--- src/rtl/array_feed_buffer.sv ---
// Eight-word payload buffer that streams words to the delivery stage on pointer-advance pulses,
// then drains for DRAIN_CYC cycles before a one-cycle done pulse.
module array_feed_buffer #(
  parameter int unsigned W         = 32,
  parameter int unsigned DRAIN_CYC = 4
) (
  input  logic         clk,
  input  logic         resetn,
  input  logic         wr_en,
  input  logic [2:0]   wr_addr,
  input  logic [W-1:0] wr_data,
  input  logic         start,
  input  logic [3:0]   len,
  input  logic         abort,
  input  logic         master_rptr_en,
  output logic         select,
  output logic [W-1:0] data,
  output logic [2:0]   rptr,
  output logic         busy,
  output logic         done,
  output logic         wr_err
);

  typedef enum logic [1:0] {IDLE, STREAM, DRAIN, DONE} state_t;

  state_t       state;
  logic [W-1:0] mem [8];
  logic [3:0]   len_q;
  logic [3:0]   drain_cnt;
  logic         wr_ok;
  logic         last_word;

  assign wr_ok     = (state == IDLE) || (state == DONE);
  assign last_word = ({1'b0, rptr} == (len_q - 4'd1));

  always_ff @(posedge clk or negedge resetn) begin
    if (!resetn) begin
      for (int unsigned i = 0; i < 8; i++) mem[i] <= '0;
    end else if (wr_en && wr_ok) begin
      mem[wr_addr] <= wr_data;
    end
  end

  // select is registered and high only in STREAM, so it doubles as the data qualifier
  always_comb begin
    data = '0;
    if (select) data = mem[rptr];
  end

  always_ff @(posedge clk or negedge resetn) begin
    if (!resetn) begin
      state     <= IDLE;
      rptr      <= '0;
      len_q     <= '0;
      drain_cnt <= '0;
      select    <= 1'b0;
      busy      <= 1'b0;
      done      <= 1'b0;
      wr_err    <= 1'b0;
    end else begin
      wr_err <= wr_en && !wr_ok;
      done   <= 1'b0;
      if (abort) begin
        state  <= IDLE;
        rptr   <= '0;
        select <= 1'b0;
        busy   <= 1'b0;
      end else begin
        case (state)
          IDLE: begin
            if (start) begin
              rptr <= '0;
              if (len == 4'd0) begin
                state <= DONE;
                done  <= 1'b1;
              end else begin
                len_q  <= (len > 4'd8) ? 4'd8 : len;
                state  <= STREAM;
                select <= 1'b1;
                busy   <= 1'b1;
              end
            end
          end
          STREAM: begin
            if (master_rptr_en) begin
              if (last_word) begin
                state     <= DRAIN;
                drain_cnt <= 4'(DRAIN_CYC);
                select    <= 1'b0;
              end else begin
                rptr <= rptr + 3'd1;
              end
            end
          end
          DRAIN: begin
            if (drain_cnt <= 4'd1) begin
              state <= DONE;
              busy  <= 1'b0;
              done  <= 1'b1;
            end else begin
              drain_cnt <= drain_cnt - 4'd1;
            end
          end
          DONE: begin
            state <= IDLE;
            rptr  <= '0;
          end
          default: state <= IDLE;
        endcase
      end
    end
  end

endmodule

--- config.mk ---
export PLATFORM = sky130hd
export DESIGN_NAME = array_feed_buffer
export DESIGN_NICKNAME = d
export VERILOG_FILES = /design/src/rtl/array_feed_buffer.sv
export SDC_FILE = /design/constraint.sdc
export NUM_CORES = 1
export LEC_CHECK = 0
export ABC_AREA = 1
export BUFFER_PORTS_ARGS = -buffer_cell sky130_fd_sc_hd__buf_2
export CAP_MARGIN = 30
export CORE_ASPECT_RATIO = 0.9
export CORE_UTILIZATION = 60
export CTS_CLUSTER_SIZE = 14
export DETAILED_ROUTE_END_ITERATION = 16
export PLACE_DENSITY_LB_ADDON = 0.1
export RECOVER_POWER = 100
export SETUP_SLACK_MARGIN = 0.3
export SKIP_LAST_GASP = 1
export SYNTH_ARGS = -nofsm -noshare
export SYNTH_HDL_FRONTEND = slang
export SYNTH_SLANG_ARGS = --single-unit
--- constraint.sdc ---
create_clock -name clk -period 2.68 [get_ports clk]
set_input_delay 0.536 -clock clk [delete_from_list [all_inputs] [get_ports clk]]
set_output_delay 0.536 -clock clk [all_outputs]
set_load 0.01 [all_outputs]
Word-level counts from Yosys, hierarchy flattened

Index checks and enable logic that the tools add are counted.
W data, S select, Z words.

Register bits after elaboration: 273
Bits of input ports: 45

Add/sub/neg operators: 3
Order comparisons: 5
Eq/ne operators: 13
Muxes and demuxes: 38
Bitwise operators: 4
Reductions and logical operators: 17

Operators by type and width:

| operator              | count |
|---|---|
| $bwmux W256           | 1 |
| $mux W32              | 4 |
| $bmux W32 S3          | 1 |
| $demux W32 S3         | 1 |
| $ne A3 B3 Y1 const B  | 6 |
| $mux W4               | 4 |
| $reduce_and A4 Y1     | 4 |
| $mux W2               | 6 |
| $mux W3               | 4 |
| $mux W1               | 11 |
| $reduce_and A5 Y1     | 2 |
| $pmux W3 S3           | 1 |
| $ge A4 B4 Y1 const B  | 2 |
| $not A3 Y4            | 2 |
| $pmux W2 S4           | 1 |
| $pmux W4 S2           | 1 |
| $sub A4 B1 Y4 const B | 2 |
| $ne A2 B2 Y1 const B  | 3 |
| $pmux W1 S2           | 3 |
| $reduce_bool A3 Y1    | 2 |
| $eq A2 B2 Y1 const B  | 2 |
| $eq A3 B4 Y1          | 1 |
| $gt A4 B4 Y1 const B  | 1 |
| $le A4 B1 Y1 const B  | 1 |
| other kinds (11)      | 14 |

Logic depth before layout (Yosys ltp)

Depth in word-level cells: 6
Depth in mapped cells: 11

Worst setup path before layout

Ideal clock, no wire load.

Path type: reg-to-output
Start point: register rptr[0]
End point: output port data[10]
Data arrival time: 1438 ps
Data required time: 2144 ps
Setup slack: 706 ps
Stages on the path, launching flop included: 8
Path through: dfrtp_1 buf_4 inv_2 clkbuf_1 nor2_1 o32ai_1 nor2_1 nor2_1

Longest elaborated chain between the ends: 5

RTL lines:

| element                                     | RTL line | source |
|---|---|---|
| start, declared                             | 18       | `output logic [2:0] rptr,` |
| start signal, assigned                      | 91       | `rptr <= rptr + 3'd1;` |
| $not A3 Y4 (not written as such)            | 47       | `if (select) data = mem[rptr];` |
| $bmux W32 S3                                | 47       |  |
| $mux W32 (not written as such) (2 in a row) | 47       |  |
| $mux W32                                    | 47       |  |
| end, declared                               | 17       | `output logic [W-1:0] data,` |

No other way between the ends. The select of a mux whose other input is x is not followed.

Final worst setup path

Start point: register rptr[0]
End point: output port data[12]

The elaborated chain is that of the path after synthesis.

==> metrics.txt <==
worst flop-to-flop path endpoint mem[253]; Ports 84; Worst-path clk slew 0.06 ns; Worst path most repeated cell o21ai_1; Hold Crit Start wr_en; vias in the first global route 10.7k; fin nets 1655; core footprint 20300 sq um; max incr delay on CP 0.51 ns; pin count of the biggest net entering global routing 72; die footprint 21600 sq um; RePlAce Congestion 0.834; power per cell area 1200 nW/um^2; clock buffer depth 3; switch share 36.9%; FF+latch count, synth 273; Setup Skew 0.00990 ns; main combinational cell family by area after synthesis compound AO/OA/AOI/OAI gates; Clk pwr share 23.1%; commonest non-fill, non-tap cell in the layout o21ai_0; GRT overflow 0; DP HPWL 20100 um; peak supply drop 0.647 mV; internal power 11.7 mW; class of the worst hold path input pin to flip-flop; Setup Crit Path Kind flip-flop to output port; Via-to-Cell Ratio 6.14; CP Data Required Time 2.14 ns; Total GRT Usage 34.9%; max-cap violation count 0; relative slew slack 18.5%; setup slack, reg-to-reg 0.16 ns; CP max stage cell dfrtp_4; starting density of the core 62.3%; post-route minimum period 2.90 ns; CP Capture Type output port; Worst Tran Pin Value 1.22 ns; initial antenna violation count 2; Placement Setup Slack 0.426 ns; die height 140 um; via count 11.7k; Crit Path Max Fanout 20; final worst slack -0.215 ns; fin crit share 108%; Synth cell types 30; multiplexer share of the synthesized area 0%; n_diodes 0; final hold slack 0.211 ns; syn nets 1574; Hold Vio Cnt, Final 0; combinational share of power 38.4%; clk_lat worst skew 0.55 ns; number of cell rows 49; Met2 Wirelength 17200 um; post-synthesis simple-gate area fraction 17.0%; IO buf count 83; residual DRC count 0; failing checks setup timing; Clock Sinks 273; Reg power frac 38.5%; unrepaired setup endpoints after global routing true; Compound-Gate Fraction of Synth Area 21.6%; Top Layer Used met5; H-tree lvl count 1; finished layout cell area 15500 sq um; initial DRC count 1357; CTS tree built; Final ANT Viol Nets 0; met3 WL 4510 um; Gate Count Post-Synth 1521; final core utilization 76.5%; root buf cell clkbuf_16; TritonCTS buffer count 28; Avg Cell Area, Syn 8.31 sq um; Crit path max-delay family compound AO/OA/AOI/OAI gates; first-pass GRT wire length 58600 um; Hold Path Depth 3; sequential element share of the synthesized area 54.1%; Pins Over Slew Limit 0; Startpoint Class flip-flop; Post-Syn Area 12600 sq um; Psw 6.86 mW; WHS Endpoint wr_err; WP data arrival 2.36 ns; Static Leakage 7.27 nW; Detailed Routing Iterations Pass 1 6; Routed WL 39700 um; r2r startpoint state[0]; post-synthesis xor/xnor area fraction 0.0693%; Die X 155 um; Layout area overhead 22.8%; status finished with violations; CP Buf/Inv Count 3; layout cells sized above 1 17.8%; Pwr Total 18.6 mW; M1 WL 16500 um; most frequent cells in the layout o21ai_0 (294), dfrtp_1 (271), nand2_1 (265); Reg2Reg Depth 9; final setup vio count 30; Critical Path, Cell by Cell buf_6 > buf_12 > a21oi_1 > o21ai_1 > o21ai_0 > o21ai_1 > nor2_2 > buf_2; DP Area 13400 sq um; wire per inst 20.9 um; Adder-Cell Fraction of Synth Area 0.792%; Yosys warnings 0; Fmax 345 MHz
area by class of cell:
class | count | area (sq um)
Inverter | 92 | 358
Multi-Input combinational cell | 1054 | 5290
Timing Repair Buffer | 152 | 1660
Sequential cell | 273 | 6840
Clock buffer | 36 | 771
Timing Repair inverter | 1 | 8.76
Clock inverter | 15 | 243
Fill cell | 1407 | 4770
Tap cell | 280 | 350
synthesized netlist by cell type:
library cell	count	area (sq um)
dfrtp_1	273	6830
o2111ai_1	1	8.76
o21ai_1	25	125
ha_1	8	100
nand3_2	3	30.0
buf_6	6	67.6
buf_1	2	7.51
nor2_4	1	11.3
nor2_2	2	12.5
clkbuf_1	67	251
inv_2	3	11.3
nor2_1	244	916
nand4_1	6	37.5
nor3_1	3	15.0
buf_2	23	115
nor3_4	1	16.3
o21ai_2	28	245
buf_4	4	30.0
xor2_1	1	8.76
or2_2	2	12.5
a21oi_1	66	330
nand2_1	267	1000
nor4_1	1	6.26
o32ai_1	32	280
o21a_1	1	7.51
o21bai_2	1	11.3
nand3b_1	1	7.51
inv_1	89	334
o21ai_0	345	1730
nand3_1	15	75.1
worst reg2reg max path, stage by stage (launching register included):
cell     delay [ns]
dfrtp_1        0.39
inv_1          0.08
ha_1           0.30
inv_1          0.08
nand2_1        0.08
nor2_1         0.28
nand2_1        0.54
buf_12         0.40
nand2_1        0.13
o21ai_0        0.11
power by group through the flow:
| stage | clock network (mW) | logic (mW) | registers, mW |
|---|---|---|---|
| finish | 4.29 | 7.13 | 7.15 |
| detailed placement | 0 | 5.42 | 7.08 |
| global placement | 0 | 5.23 | 7.06 |
| floorplan | 0 | 3.95 | 6.82 |
| global route | 4.47 | 7.82 | 7.35 |
| CTS | 4.32 | 6.04 | 7.07 |
layer usage:
metal	track usage (%)	vias up
met2	52.8	683
met1	52.2	5641
met4	10.3	4
li1	-	5224
met5	0	-
met3	5.70	124
flip-flops by register name (all words and copies together), names as in the netlist:
name,flops
select,1
wr_err,1
mem,256
drain_cnt,4
rptr,3
done,1
len_q,4
busy,1
state,2
per-stage QoR:
stage / setup TNS [ns] / cells
3_5_place_dp: 0 / 1812
6_report: -1.63 / 1903
4_1_cts: -0.0256 / 1882
5_1_grt: -2.89 / 1903
3_3_place_gp: 0 / 1812
2_1_floorplan: 0 / 1521
timing repair:
item / 4_1_cts / 5_1_grt
hold endpoints to repair: 23 / 0
gates resized for setup: 30 / 113
pin swaps: 12 / 43
setup endpoints to repair: 32 / 32
cloned: 10 / 13
hold buffers: 1 / 0
setup buffers: 8 / 8
cells by family after synthesis:
logic type	count (synthesis)
flip-flops	273
AND/OR/NAND/NOR	546
adder cells (fa/ha/maj)	8
XOR/XNOR	1
buffers and inverters	194
AO/OA/AOI/OAI	499
worst max-delay path by stage:
stage / from / endpoint / slack (ns) / cells past startpoint
detailed placement: rptr[1] / data[4] / 0.43 / 8
finish: rptr[0] / data[12] / -0.22 / 8
global placement: rptr[1] / data[4] / 0.43 / 8
global route: rptr[0] / data[12] / -0.24 / 8
floorplan: rptr[0] / data[10] / 0.71 / 7
CTS: rptr[0] / data[17] / -0.009 / 7
(Power assumes the default switching activity.)
